`src/rtl/ext_int_ctrl_pkg.sv`:
```
// ext_int_ctrl_pkg: register map, source-ID width and FSM state type
// shared by the external interrupt controller files.
package Pu_ext_int;

   localparam int EIC_MAX_SRC = 32;
   localparam int EIC_ID_W    = $clog2(EIC_MAX_SRC);

   localparam logic [2:0] EIC_ENABLE  = 3'd0;
   localparam logic [2:0] EIC_EDGE    = 3'd1;
   localparam logic [2:0] EIC_PENDING = 3'd2;
   localparam logic [2:0] EIC_CLAIM   = 3'd3;
   localparam logic [2:0] EIC_EOI     = 3'd4;

   typedef enum logic [1:0] {IDLE, REQ, SERVICE} Eic_state;

endpackage

```
`src/rtl/ext_int_ctrl_if.sv`:
```
// ext_int_ctrl_if: scheduler request/ack handshake, register port and claim status.
interface ext_int_ctrl_if;

   logic        ext_input;
   logic        ext_input_ack;
   logic        cfg_we;
   logic [2:0]  cfg_addr;
   logic [31:0] cfg_wdata;
   logic [31:0] cfg_rdata;
   logic        claim_valid;
   logic [4:0]  claim_id;

   modport master (
      output ext_input, cfg_rdata, claim_valid, claim_id,
      input  ext_input_ack, cfg_we, cfg_addr, cfg_wdata
   );

   modport slave (
      input  ext_input, cfg_rdata, claim_valid, claim_id,
      output ext_input_ack, cfg_we, cfg_addr, cfg_wdata
   );

endinterface

```
`src/rtl/ext_int_ctrl_arbiter.sv`:
```
// ext_int_arbiter: picks the first eligible source searching upward from ptr+1,
// wrapping modulo N_SRC; ptr = N_SRC-1 gives plain lowest-index priority.
module ext_int_arbiter
   import Pu_ext_int::*;
#(
   parameter int N_SRC = 8
) (
   input  logic [N_SRC-1:0]    eligible,
   input  logic [EIC_ID_W-1:0] ptr,
   output logic                any,
   output logic [EIC_ID_W-1:0] id
);

   int               idx;
   logic [N_SRC-1:0] sh;

   always_comb begin
      any = |eligible;
      id  = '0;
      idx = 0;
      sh  = '0;
      // Descending scan so the candidate closest to ptr+1 is assigned last and wins.
      for (int k = N_SRC; k >= 1; k--) begin
         idx = (int'(ptr) + k) % N_SRC;
         sh  = eligible >> idx;
         if (sh[0]) id = EIC_ID_W'(idx);
      end
   end

endmodule

```
`src/rtl/ext_int_ctrl.sv`:
```
// ext_int_ctrl: synchronises, latches, masks and arbitrates N_SRC interrupt pins onto one
// scheduler request. Define EXT_INT_RR_EN for round-robin instead of fixed priority.
module ext_int_ctrl
   import Pu_ext_int::*;
#(
   parameter int N_SRC       = 8,
   parameter int SYNC_STAGES = 2
) (
   input  logic             clk,
   input  logic             reset,
   input  logic [N_SRC-1:0] irq,
   ext_int_ctrl_if.master   bus
);

   logic [N_SRC-1:0]    sync_q [SYNC_STAGES];
   logic [N_SRC-1:0]    s, s_d, edge_v, enable_q, edge_q, pend_q, pend_eff, eligible, w1c, ack_clr;
   Eic_state            state_q, state_n;
   logic                ext_q, ext_n, ack_hit, any, eoi;
   logic [EIC_ID_W-1:0] cid_q, cid_n, win_id, ptr;
   logic                unused_ok;

   assign s        = sync_q[SYNC_STAGES-1];
   assign edge_v   = s & ~s_d;
   assign pend_eff = (pend_q & edge_q) | (s & ~edge_q);
   assign eligible = pend_eff & enable_q;
   assign eoi      = bus.cfg_we && bus.cfg_addr == EIC_EOI;
   assign w1c      = (bus.cfg_we && bus.cfg_addr == EIC_PENDING) ? bus.cfg_wdata[N_SRC-1:0] : '0;
   assign ack_clr  = ack_hit ? (N_SRC'(1) << cid_q) : '0;
   assign unused_ok = ^bus.cfg_wdata;

   always_ff @(posedge clk or negedge reset) begin
      if (!reset) begin
         for (int i = 0; i < SYNC_STAGES; i++) sync_q[i] <= '0;
         s_d      <= '0;
         enable_q <= '0;
         edge_q   <= '0;
         pend_q   <= '0;
      end else begin
         sync_q[0] <= irq;
         for (int i = 1; i < SYNC_STAGES; i++) sync_q[i] <= sync_q[i-1];
         s_d <= s;
         if (bus.cfg_we && bus.cfg_addr == EIC_ENABLE) enable_q <= bus.cfg_wdata[N_SRC-1:0];
         if (bus.cfg_we && bus.cfg_addr == EIC_EDGE) edge_q <= bus.cfg_wdata[N_SRC-1:0];
         // Only edge sources latch; a fresh edge overrides a clear landing in the same cycle.
         pend_q <= (pend_q & edge_q & ~(w1c | ack_clr)) | (edge_v & edge_q);
      end
   end

   ext_int_arbiter #(.N_SRC(N_SRC)) u_arb (
      .eligible(eligible),
      .ptr     (ptr),
      .any     (any),
      .id      (win_id)
   );

`ifdef EXT_INT_RR_EN
   logic [EIC_ID_W-1:0] ptr_q;
   always_ff @(posedge clk or negedge reset) begin
      if (!reset) ptr_q <= EIC_ID_W'(N_SRC-1);
      else if (state_q == IDLE && any) ptr_q <= win_id;
   end
   assign ptr = ptr_q;
`else
   assign ptr = EIC_ID_W'(N_SRC-1);
`endif

   always_ff @(posedge clk or negedge reset) begin
      if (!reset) begin
         state_q <= IDLE;
         ext_q   <= 1'b0;
         cid_q   <= '0;
      end else begin
         state_q <= state_n;
         ext_q   <= ext_n;
         cid_q   <= cid_n;
      end
   end

   always_comb begin
      state_n = state_q;
      ext_n   = ext_q;
      cid_n   = cid_q;
      ack_hit = 1'b0;
      case (state_q)
         IDLE: if (any) begin
            state_n = REQ;
            ext_n   = 1'b1;
            cid_n   = win_id;
         end
         REQ: if (bus.ext_input_ack) begin
            state_n = SERVICE;
            ext_n   = 1'b0;
            ack_hit = 1'b1;
         end
         SERVICE: if (eoi) state_n = IDLE;
         default: state_n = IDLE;
      endcase
   end

   assign bus.ext_input   = ext_q;
   assign bus.claim_valid = state_q != IDLE;
   assign bus.claim_id    = cid_q;
   assign bus.cfg_rdata   = bus.cfg_addr == EIC_ENABLE  ? 32'(enable_q) :
                            bus.cfg_addr == EIC_EDGE    ? 32'(edge_q) :
                            bus.cfg_addr == EIC_PENDING ? 32'(pend_eff) :
                            bus.cfg_addr == EIC_CLAIM   ? {bus.claim_valid, {(31-EIC_ID_W){1'b0}}, cid_q} :
                                                          32'd0;

endmodule

```
`src/flat_wrapper.sv`:
```
// flat-port wrapper written by rule: the top's interface ports become plain ports
module ext_int_ctrl_flat import Pu_ext_int::*;
#(
   parameter int N_SRC       = 8,
   parameter int SYNC_STAGES = 2
)
  (clk, reset, irq, bus_ext_input, bus_cfg_rdata, bus_claim_valid, bus_claim_id, bus_ext_input_ack, bus_cfg_we, bus_cfg_addr, bus_cfg_wdata);
  ext_int_ctrl_if bus_i ();
  input  logic clk;
  input  logic reset;
  input  logic [N_SRC-1:0] irq;
  output wire logic [$bits(bus_i.ext_input)-1:0] bus_ext_input;
  output wire logic [$bits(bus_i.cfg_rdata)-1:0] bus_cfg_rdata;
  output wire logic [$bits(bus_i.claim_valid)-1:0] bus_claim_valid;
  output wire logic [$bits(bus_i.claim_id)-1:0] bus_claim_id;
  input wire logic [$bits(bus_i.ext_input_ack)-1:0] bus_ext_input_ack;
  input wire logic [$bits(bus_i.cfg_we)-1:0] bus_cfg_we;
  input wire logic [$bits(bus_i.cfg_addr)-1:0] bus_cfg_addr;
  input wire logic [$bits(bus_i.cfg_wdata)-1:0] bus_cfg_wdata;
  assign bus_ext_input = bus_i.ext_input;
  assign bus_cfg_rdata = bus_i.cfg_rdata;
  assign bus_claim_valid = bus_i.claim_valid;
  assign bus_claim_id = bus_i.claim_id;
  assign bus_i.ext_input_ack = bus_ext_input_ack;
  assign bus_i.cfg_we = bus_cfg_we;
  assign bus_i.cfg_addr = bus_cfg_addr;
  assign bus_i.cfg_wdata = bus_cfg_wdata;
  ext_int_ctrl #(.N_SRC(N_SRC), .SYNC_STAGES(SYNC_STAGES)) u_core (.clk(clk), .reset(reset), .irq(irq), .bus(bus_i));
endmodule
```
`config.mk`:
```
export PLATFORM = sky130hd
export DESIGN_NAME = ext_int_ctrl_flat
export DESIGN_NICKNAME = d
export VERILOG_FILES = /design/src/rtl/ext_int_ctrl_pkg.sv /design/src/rtl/ext_int_ctrl_if.sv /design/src/rtl/ext_int_ctrl_arbiter.sv /design/src/rtl/ext_int_ctrl.sv /design/src/flat_wrapper.sv
export SDC_FILE = /design/constraint.sdc
export NUM_CORES = 1
export LEC_CHECK = 0
export CORE_ASPECT_RATIO = 1.2
export CORE_MARGIN = 2
export CORE_UTILIZATION = 25
export DETAILED_ROUTE_END_ITERATION = 6
export HOLD_SLACK_MARGIN = 0.15
export PLACE_DENSITY_LB_ADDON = 0.3
export SETUP_SLACK_MARGIN = 0.05
export SLEW_MARGIN = 30
export SYNTH_ARGS = -nofsm -noshare
export SYNTH_HDL_FRONTEND = slang
export SYNTH_SLANG_ARGS = --single-unit
```
`constraint.sdc`:
```
create_clock -name clk -period 2.23 [get_ports clk]
set_input_delay 0.446 -clock clk [delete_from_list [all_inputs] [get_ports clk]]
set_output_delay 0.446 -clock clk [all_outputs]
set_load 0.1 [all_outputs]
```
* Word-level counts from Yosys, hierarchy flattened *
Cells that the tools add are included.

operators by class
  equality and inequality tests = 9
  shift-type cells = 1
  multiplexer cells = 23
  bitwise logic cells = 12
  reductions and logical operators = 12

operators by type and width
  kind                   number
  $mux W32               4
  $and A8 B8 Y8          6
  $mux W5                7
  $not A8 Y8             3
  $or A8 B8 Y8           3
  $mux W8                2
  $reduce_or A8 Y1       1
  $shl A1 B5 Y8 const A  1
  $eq A3 B2 Y1 const B   2
  $mux W2                3
  $pmux W2 S3            1
  $reduce_and A3 Y1      2
  $logic_and A1 B1 Y1    4
  $mux W1                4
  $ne A2 B1 Y1 const B   2
  $reduce_bool A2 Y1     2
  $eq A3 B1 Y1 const B   1
  $eq A3 B3 Y1 const B   1
  $logic_not A3 Y1       1
  $mux W3                1
  $eq A2 B1 Y1 const B   1
  $eq A2 B2 Y1 const B   1
  $logic_not A2 Y1       1
  $ne A2 B2 Y1 const B   1
  2 further kinds        2

word-level totals
  flip-flop bits (word level) = 56
  input bits = 47
  output and inout bits = 39
  word-level logic and storage cells = 66

* Longest topological paths before layout *
Gate-level depths: netlist of run 1.

  depth in word-level cells = 12
  gate-level depth with buffers = 6
  depth with buffers taken out = 5

* Modules after synthesis *
Synthesis of run 1 repeated with hierarchy kept, for this count alone.

unflattened totals
  cells, all modules = 329
  area, all modules = 3517.1 um^2

modules (own cells, without submodules)
  module           instances  cells each  area each (um^2)  seq. area each (um^2)
  ext_int_ctrl     1          227         2677.6            1401.3
  ext_int_arbiter  1          102         839.6             0.0

* Worst setup path before layout of run 1 *
OpenSTA, ideal clock, no wires.

  path kind = input to output
  from = input bus_cfg_addr[0]
  to = output bus_cfg_rdata[4]
  data arrival time = 3.042 ns
  data required time = 1.784 ns
  path slack = -1.258 ns
  cell stages on the path = 5
  path through = buf_2 > clkbuf_1 > o21ai_0 > a21oi_1 > nor3_1

on the way
  word-level cells in the longest chain between the ends = 5
  elaborated cells on any way between the ends = 8

ends and longest elaborated chain
  element          line                 source
  start, declared  flat_wrapper.sv:18   input wire logic [$bits(bus_i.cfg_addr)-1:0] bus_cfg_addr;
  $eq A3 B2 Y1     ext_int_ctrl.sv:106  bus.cfg_addr == EIC_CLAIM ? {bus.claim_valid, {(31-EIC_ID_W){1'b0}}, cid_q} :
  $mux W32         ext_int_ctrl.sv:106
  $mux W32         ext_int_ctrl.sv:105  bus.cfg_addr == EIC_PENDING ? 32'(pend_eff) :
  $mux W32         ext_int_ctrl.sv:104  bus.cfg_addr == EIC_EDGE ? 32'(edge_q) :
  $mux W32 (*)     ext_int_ctrl.sv:103  assign bus.cfg_rdata = bus.cfg_addr == EIC_ENABLE ? 32'(enable_q) :
  end, declared    flat_wrapper.sv:13   output wire logic [$bits(bus_i.cfg_rdata)-1:0] bus_cfg_rdata;

Mark *: on every way between the ends. The rest lies on a longest branch, timed or not.

* Worst setup path in the final report of run 1 *
  from = register u_core.edge_q[2]
  to = output bus_cfg_rdata[2]

on the way
  word-level cells in the longest chain between the ends = 6
  elaborated cells on any way between the ends = 7

ends and longest elaborated chain
  element                 line                 source
  start, declared         ext_int_ctrl.sv:16   logic [N_SRC-1:0] s, s_d, edge_v, enable_q, edge_q, pend_q, pend_eff, eligible, w1c, ack_clr;
  start signal, assigned  ext_int_ctrl.sv:43   if (bus.cfg_we && bus.cfg_addr == EIC_EDGE) edge_q <= bus.cfg_wdata[N_SRC-1:0];
  $not A8 Y8              ext_int_ctrl.sv:24   assign pend_eff = (pend_q & edge_q) | (s & ~edge_q);
  $and A8 B8 Y8           ext_int_ctrl.sv:24
  $or A8 B8 Y8            ext_int_ctrl.sv:24
  $mux W32                ext_int_ctrl.sv:105
  $mux W32 (*)            ext_int_ctrl.sv:104
  $mux W32 (*)            ext_int_ctrl.sv:103

Marked as above.

==> results.tsv, run 1 <==
stage	metric	value	unit
setup_path	CP required	1.78	ns
min_path	Worst Hold Class	flip-flop to flip-flop	
synthesis	mapped cell area	2640	um2
global_routing	vias in the first global route	1932	
pwr	leakage	1.606	nW
setup_path	Worst setup EP type	output port	
synthesis	post-synthesis cell type count	41	
synthesis	Post-synth EDFFs	0	
global_routing	antenna violations before repair	0	
synthesis	most frequent cells after synthesis	54 x dfrtp_1, 25 x buf_4, 18 x nand2_1	
place	dpl hpwl	4.545	mm
floorplanning	Die Y-Extent	116.6	um
floorplanning	die area	11400	um2
run_status	outcome	complete, but fails checks	
pwr	Max IR drop VDD	0.0005502	V
clock_network	TritonCTS Buffers	5	
clock_network	clk root buf	clkbuf_16	
route	initial DRC count	108	
synthesis	sequential area share after synthesis	0.5118	
synthesis	Synth top area share	0.5118	
route	Routed wire per std cell	14.26	um
setup_path	critical-path maximum fanout	4	
finish	Layout fillers	1045	
place	Placer Congestion	0.8089	
clock_network	Clock Latency Late Sink	0.29	ns
clock_network	clk slew on worst S/H paths	0.07	ns
floorplanning	Die W	97.81	um
synthesis	area leader, netlist	dfrtp_1	
finish	Area growth syn-to-layout	38.48	%
sta	Finish-stage setup viols	1	
clock_network	CTS tree	built	
sta	post-route worst setup slack	-0.007806	ns
sta	Final min period	2.238	ns
synthesis	count leader, synth	dfrtp_1	
route	Vias	1861	
run	Max-cap violations	0	
route	1st-pass router iterations	4	
synthesis	asr flop ratio synth	1.000	
global_routing	grt ovf	0	
finish	design area	3656	um2
floorplanning	Starting Density	0.2535	
run_status	violated checks	setup timing	
synthesis	Synth area leaders	dfrtp_1 51%, mux2_1 7.3%, buf_4 7.1%, nand2_1 2.6%, mux4_2 2.6%	
clock_network	H-tree level count	2	
clock_network	clock buffer depth	2	
finish	n_diodes	0	
floorplanning	Std-Cell Rows	41	
route	DRC	0	
setup_path	critical path data arrival time	1.79	ns
sta	WHS	0.3488	ns
setup_path	CP startpoint kind	flip-flop	
route	Total Wirelength	6.132	mm
floorplanning	Boundary Pins	86	
global_routing	largest net degree at the start of global routing	55	
floorplanning	Core Region	10410	um2
sta	post-route clock skew	0.004722	ns
global_routing	global-route wire length before repair	10.18	mm
setup_path	critical path start-end classification	flip-flop to output port	
sta	Max Slew Vio Count	0	
global_routing	gr usage total	0.1144	
sta	final hold vios	0	
route	Routed Antenna Nets	0	
sta	Max Freq	0.4469	GHz
synthesis	cells after synthesis	236	
finish	FF/Latch Area	1358	um2
route	vias per inst	4.328	
clock_network	TritonCTS sink count	54	
synthesis	yosys warns	0	
sta	period utilisation layout	1.004	
synthesis	top_reg_cell synth	dfrtp_1	
pwr	P per Cell Area	1065	nW/um2
place	# port buffers	36	
sta	unrepaired setup endpoints after global routing	yes	
place	area post-placement	3408	um2
finish	multi-input logic area	1229	um2
synthesis	#FFs+latches synth	54	
finish	Final #Nets	347	
finish	fraction of layout cells with a size suffix above 1	0.3090	
synthesis	Syn Area/Cell	11.19	um2
==> timing repair <==
item	4_1_cts	5_1_grt
setup buffers	5	2
cloned	0	0
resized for setup	7	1
endpoints found under the hold margin	4	0
endpoints found under the setup margin	8	4
hold buffers	1	0
==> state kept, by name, indices dropped and copies added (netlist names), 2 cells and up <==
name and flops:
u_core.edge_q 8, u_core.enable_q 8, u_core.pend_q 8, u_core.s 8, u_core.s_d 8, u_core.sync_q 8
u_core.bus.claim_id 3, u_core.state_q 2
==> layout by cell type, fill, tap and decap left out, drive strengths merged, types with 2 or more instances in the layout <==
cell type      instances
mux2                  25
nor2                  16
nand2                 19
nand3b                 5
nand3                  3
conb                  25
nand4                  3
dlygate4sd2            2
nor2b                  6
clkbuf                 5
nor3                   8
nand2b                 7
a21oi                 13
clkinv                 2
inv                   12
a22oi                  4
dfrtp                 54
o21ai                  6
a32oi                  5
a221o                  2
buf                   44
mux4                   3
clkdlybuf4s50         19
==> metal layers <==
layer	share of wire	track usage	vias to the layer above
met3	0.042	0.02035	8
met4	0.018	0.03981	0
met1	0.45	0.1468	900
met2	0.49	0.1963	60
li1	-	-	893
met5	0	0	-
==> worst max-delay path, stage by stage, from the launching register on <==
cell,delay [ns]
dfrtp_1,0.41
mux2_4,0.31
mux4_2,0.46
nor2b_4,0.15
buf_12,0.16
==> where the power goes <==
group / total [mW] / internal (mW) / switching, mW
clock: 0.865 / 0.526 / 0.339
sequential: 1.34 / 1.15 / 0.185
combinational: 1.69 / 0.575 / 1.12
total: 3.89 / 2.25 / 1.64
==> cell families after synthesis <==
kind of cell	count (synthesis)	share of synthesized area
AND/OR/NAND/NOR	70	0.1436
flip-flops	54	0.5118
buffers and inverters	45	0.1009
AO/OA/AOI/OAI	38	0.1057
multiplexers	28	0.1365
other	1	0.001420
==> path summary, 6_finish.rpt <==
kind | endpoint | cells after the start | start | slack (ns)
max in group asynchronous | u_core.bus.claim_id[0] | 3 | reset | 1.29
worst max-delay path | bus_cfg_rdata[2] | 4 | u_core.edge_q[2] | -0.008
min in group asynchronous | u_core.sync_q[10] | 3 | reset | 0.67
worst min-delay path | u_core.s[7] | 0 | u_core.sync_q[15] | 0.35
worst max register to register | u_core.bus.claim_id[0] | 5 | u_core.edge_q[4] | 0.41
worst min register to register | u_core.s[7] | 0 | u_core.sync_q[15] | 0.35
==> through the flow <==
stage / setup WS (ns) / TNS (ns) / utilization / total power [mW] / instances
6_report: -0.007806 / -0.007806 / 0.3511 / 3.893 / 430
5_1_grt: -0.05802 / -0.1106 / 0.3511 / 4.096 / 430
4_1_cts: -0.02121 / -0.02121 / 0.3493 / 3.920 / 428
3_5_place_dp: -0.1956 / -0.9141 / 0.3273 / 3.004 / 414
3_3_place_gp: -0.1909 / -0.8494 / 0.3273 / 2.996 / 414
2_1_floorplan: 0.04143 / 0 / - / 2.552 / 260
==> final cells by class <==
type | instances | share of cell area
tap | 129 | 0.04415
clock buffer | 5 | 0.03422
timing repair buffer | 66 | 0.1910
clock inverter | 3 | 0.01095
sequential | 54 | 0.3713
inverter | 12 | 0.01232
multi-input combinational | 161 | 0.3361
(Power assumes the default switching activity.)
==> run 2: changes to the inputs <==
- CORE_UTILIZATION: 25 -> 46
==> run 2 against run 1 <==
The flow still finishes with violations (setup timing). Via count is 1.7% higher. Total power is 5.3% lower. Sequential cell count stayed put. First-iteration DRC count is 0.93% lower.
==> results.tsv, run 2 (synthesis gave the netlist of run 1 again) <==
stage	metric	value	unit	change
place	dpl hpwl	4.214	mm	-7.3%
finish	Final #Nets	345		-0.58%
clock_network	TritonCTS sink count	54		unchanged
sta	unrepaired setup endpoints after global routing	yes		
finish	Layout fillers	433		-59%
sta	post-route clock skew	0.01148	ns	+0.006756 ns
global_routing	grt ovf	0		unchanged
finish	fraction of layout cells with a size suffix above 1	0.3144		+0.005411
run_status	violated checks	setup timing		
min_path	Worst Hold Class	flip-flop to flip-flop		
pwr	sequential power share	0.369		+0.025
route	1st-pass router iterations	4		unchanged
global_routing	vias in the first global route	1891		-2.1%
setup_path	Worst setup EP type	output port		
pwr	combinational share of power	0.456		+0.022
floorplanning	Boundary Pins	86		unchanged
floorplanning	Starting Density	0.4720		+0.2185
sta	period utilisation layout	1.016		+0.01289
pwr	leakage	1.561	nW	-2.8%
global_routing	antenna violations before repair	0		unchanged
pwr	sw power	1.616	mW	-1.5%
run	Max-cap violations	0		unchanged
clock_network	CTS tree	built		
clock_network	TritonCTS Buffers	5		unchanged
finish	commonest cells after routing, fill and taps aside	51 x dfrtp_1, 28 x buf_4, 25 x conb_1, 19 x clkdlybuf4s50_1, 18 x nand2_1		
route	Routed Antenna Nets	0		unchanged
floorplanning	die area	6363	um2	-44%
clock_network	Clock Latency Late Sink	0.31	ns	+0.02 ns
setup_path	CP required	1.78	ns	about the same
sta	Finish-stage setup viols	1		unchanged
sta	Slew HR	0.6642		
sta	Max Freq	0.4412	GHz	-1.3%
global_routing	global-route wire length before repair	9.149	mm	-10%
pwr	Total Power	3.686	mW	-5.3%
floorplanning	Core Region	5593	um2	-46%
pwr	P per Cell Area	1051	nW/um2	-1.3%
clock_network	clock buffer depth	2		unchanged
finish	Area growth syn-to-layout	32.84	%	
pwr	Pint	2.070	mW	-8.1%
pwr	Clk pwr share	0.175		-0.047
pwr	switching share of power	0.4384		+0.01708
sta	Max Slew Vio Count	0		unchanged
place	# port buffers	36		unchanged
clock_network	clk slew on worst S/H paths	0.10	ns	+0.03 ns
global_routing	largest net degree at the start of global routing	34		-38%
setup_path	critical path start-end classification	flip-flop to output port		
route	Routed wire per std cell	15.61	um	+9.5%
setup_path	critical-path maximum fanout	4		unchanged
finish	commonest non-fill, non-tap cell in the layout	dfrtp_1		
setup_path	Reg2Reg Setup Slack	0.31	ns	-0.10 ns
route	initial DRC count	107		-0.93%
place	Post-Place Setup Slack	-0.1254	ns	+0.07021 ns
run_status	outcome	complete, but fails checks		
place	Placer Congestion	0.8578		+6.0%
floorplanning	Die Y-Extent	86.99	um	-25%
setup_path	CP startpoint kind	flip-flop		
route	Vias	1893		+1.7%
finish	Layout Utilization	0.6271		+0.2760
finish	n_diodes	0		unchanged
setup_path	critical path data arrival time	1.82	ns	+0.03 ns
route	Total Wirelength	5.668	mm	-7.6%
floorplanning	Die W	73.16	um	-25%
global_routing	gr usage total	0.1907		+0.07631
sta	post-route worst setup slack	-0.03655	ns	-0.02875 ns
clock_network	H-tree level count	2		unchanged
sta	measured slew at the worst slew-check pin	0.5037	ns	
sta	Final min period	2.267	ns	+0.02875 ns
route	vias per inst	5.215		+20%
sta	final hold vios	0		unchanged
floorplanning	Std-Cell Rows	30		-27%
pwr	Max IR drop VDD	0.0005259	V	-4.4%
route	DRC	0		unchanged
clock_network	clk root buf	clkbuf_8		
[run 2: cell types whose count changed in the layout (fill, tap and decap cells not counted), sizes merged]
cell,before,now
buf,44,42
clkbuf,5,7
clkinv,2,0
clkinvlp,0,1
dlygate4sd2,2,1
[run 2: worst max-delay path: stages, from the launching register on]
cell	delay (ns)
dfrtp_1	0.43
mux2_4	0.32
mux4_2	0.45
nor2b_4	0.15
buf_12	0.16
[run 2: metrics by stage]
step / cell area (um2) / setup TNS (ns) / cells / hold slack (ns)
floorplan: 2872 / 0 / 260 / 0.1504
global placement: 3297 / -0.4826 / 345 / 0.3328
detailed placement: 3297 / -0.6459 / 345 / 0.3355
CTS: 3477 / -0.05831 / 359 / 0.3582
global route: 3507 / -0.1581 / 363 / 0.3637
finish: 3507 / -0.03655 / 363 / 0.3467
[run 2: routing by layer]
layer  share of wire  vias to the layer above  track usage
met5               0                        -            0
met4           0.016                        0      0.05724
met3           0.043                        7      0.03009
met2            0.52                       55       0.3292
met1            0.42                      942       0.2452
li1                -                      889            -
[run 2: layout make-up]
cell class	instances	area, um2	share of cell area
Multi-Input combinational cell	161	1242	0.3543
Clock buffer	6	72.57	0.02069
Tap cell	64	80.08	0.02283
Inverter	12	45.04	0.01284
Sequential cell	54	1358	0.3871
Timing Repair Buffer	64	671.9	0.1916
Clock inverter	2	37.54	0.01070
[run 2: repair_timing]
| item | in CTS | in global routing |
|---|---|---|
| pin swaps | 0 | 1 |
| setup buffers | 5 | 4 |
| resized for setup | 8 | 3 |
| cloned | 0 | 0 |
| endpoints found under the setup margin | 8 | 5 |
| hold endpoints to repair | 21 | 0 |
| hold buffers | 1 | 0 |
[run 2: worst paths after layout]
path | depth (start not counted) | start | end
min in group asynchronous | 2 | reset | u_core.enable_q[3]
max reg2reg | 7 | u_core.edge_q[1] | u_core.bus.claim_id[0]
min | 0 | u_core.sync_q[10] | u_core.s[2]
min reg2reg | 0 | u_core.sync_q[10] | u_core.s[2]
max in group asynchronous | 3 | reset | u_core.enable_q[0]
max | 4 | u_core.edge_q[2] | bus_cfg_rdata[2]
[run 2: power groups by stage]
stage               clock (mW)  combinational, mW  sequential (mW)
finish                   0.644               1.68             1.36
global route             0.700               1.78             1.38
CTS                      0.663               1.66             1.36
detailed placement           0               1.61             1.38
global placement             0               1.59             1.37
floorplan                    0               1.01             1.54
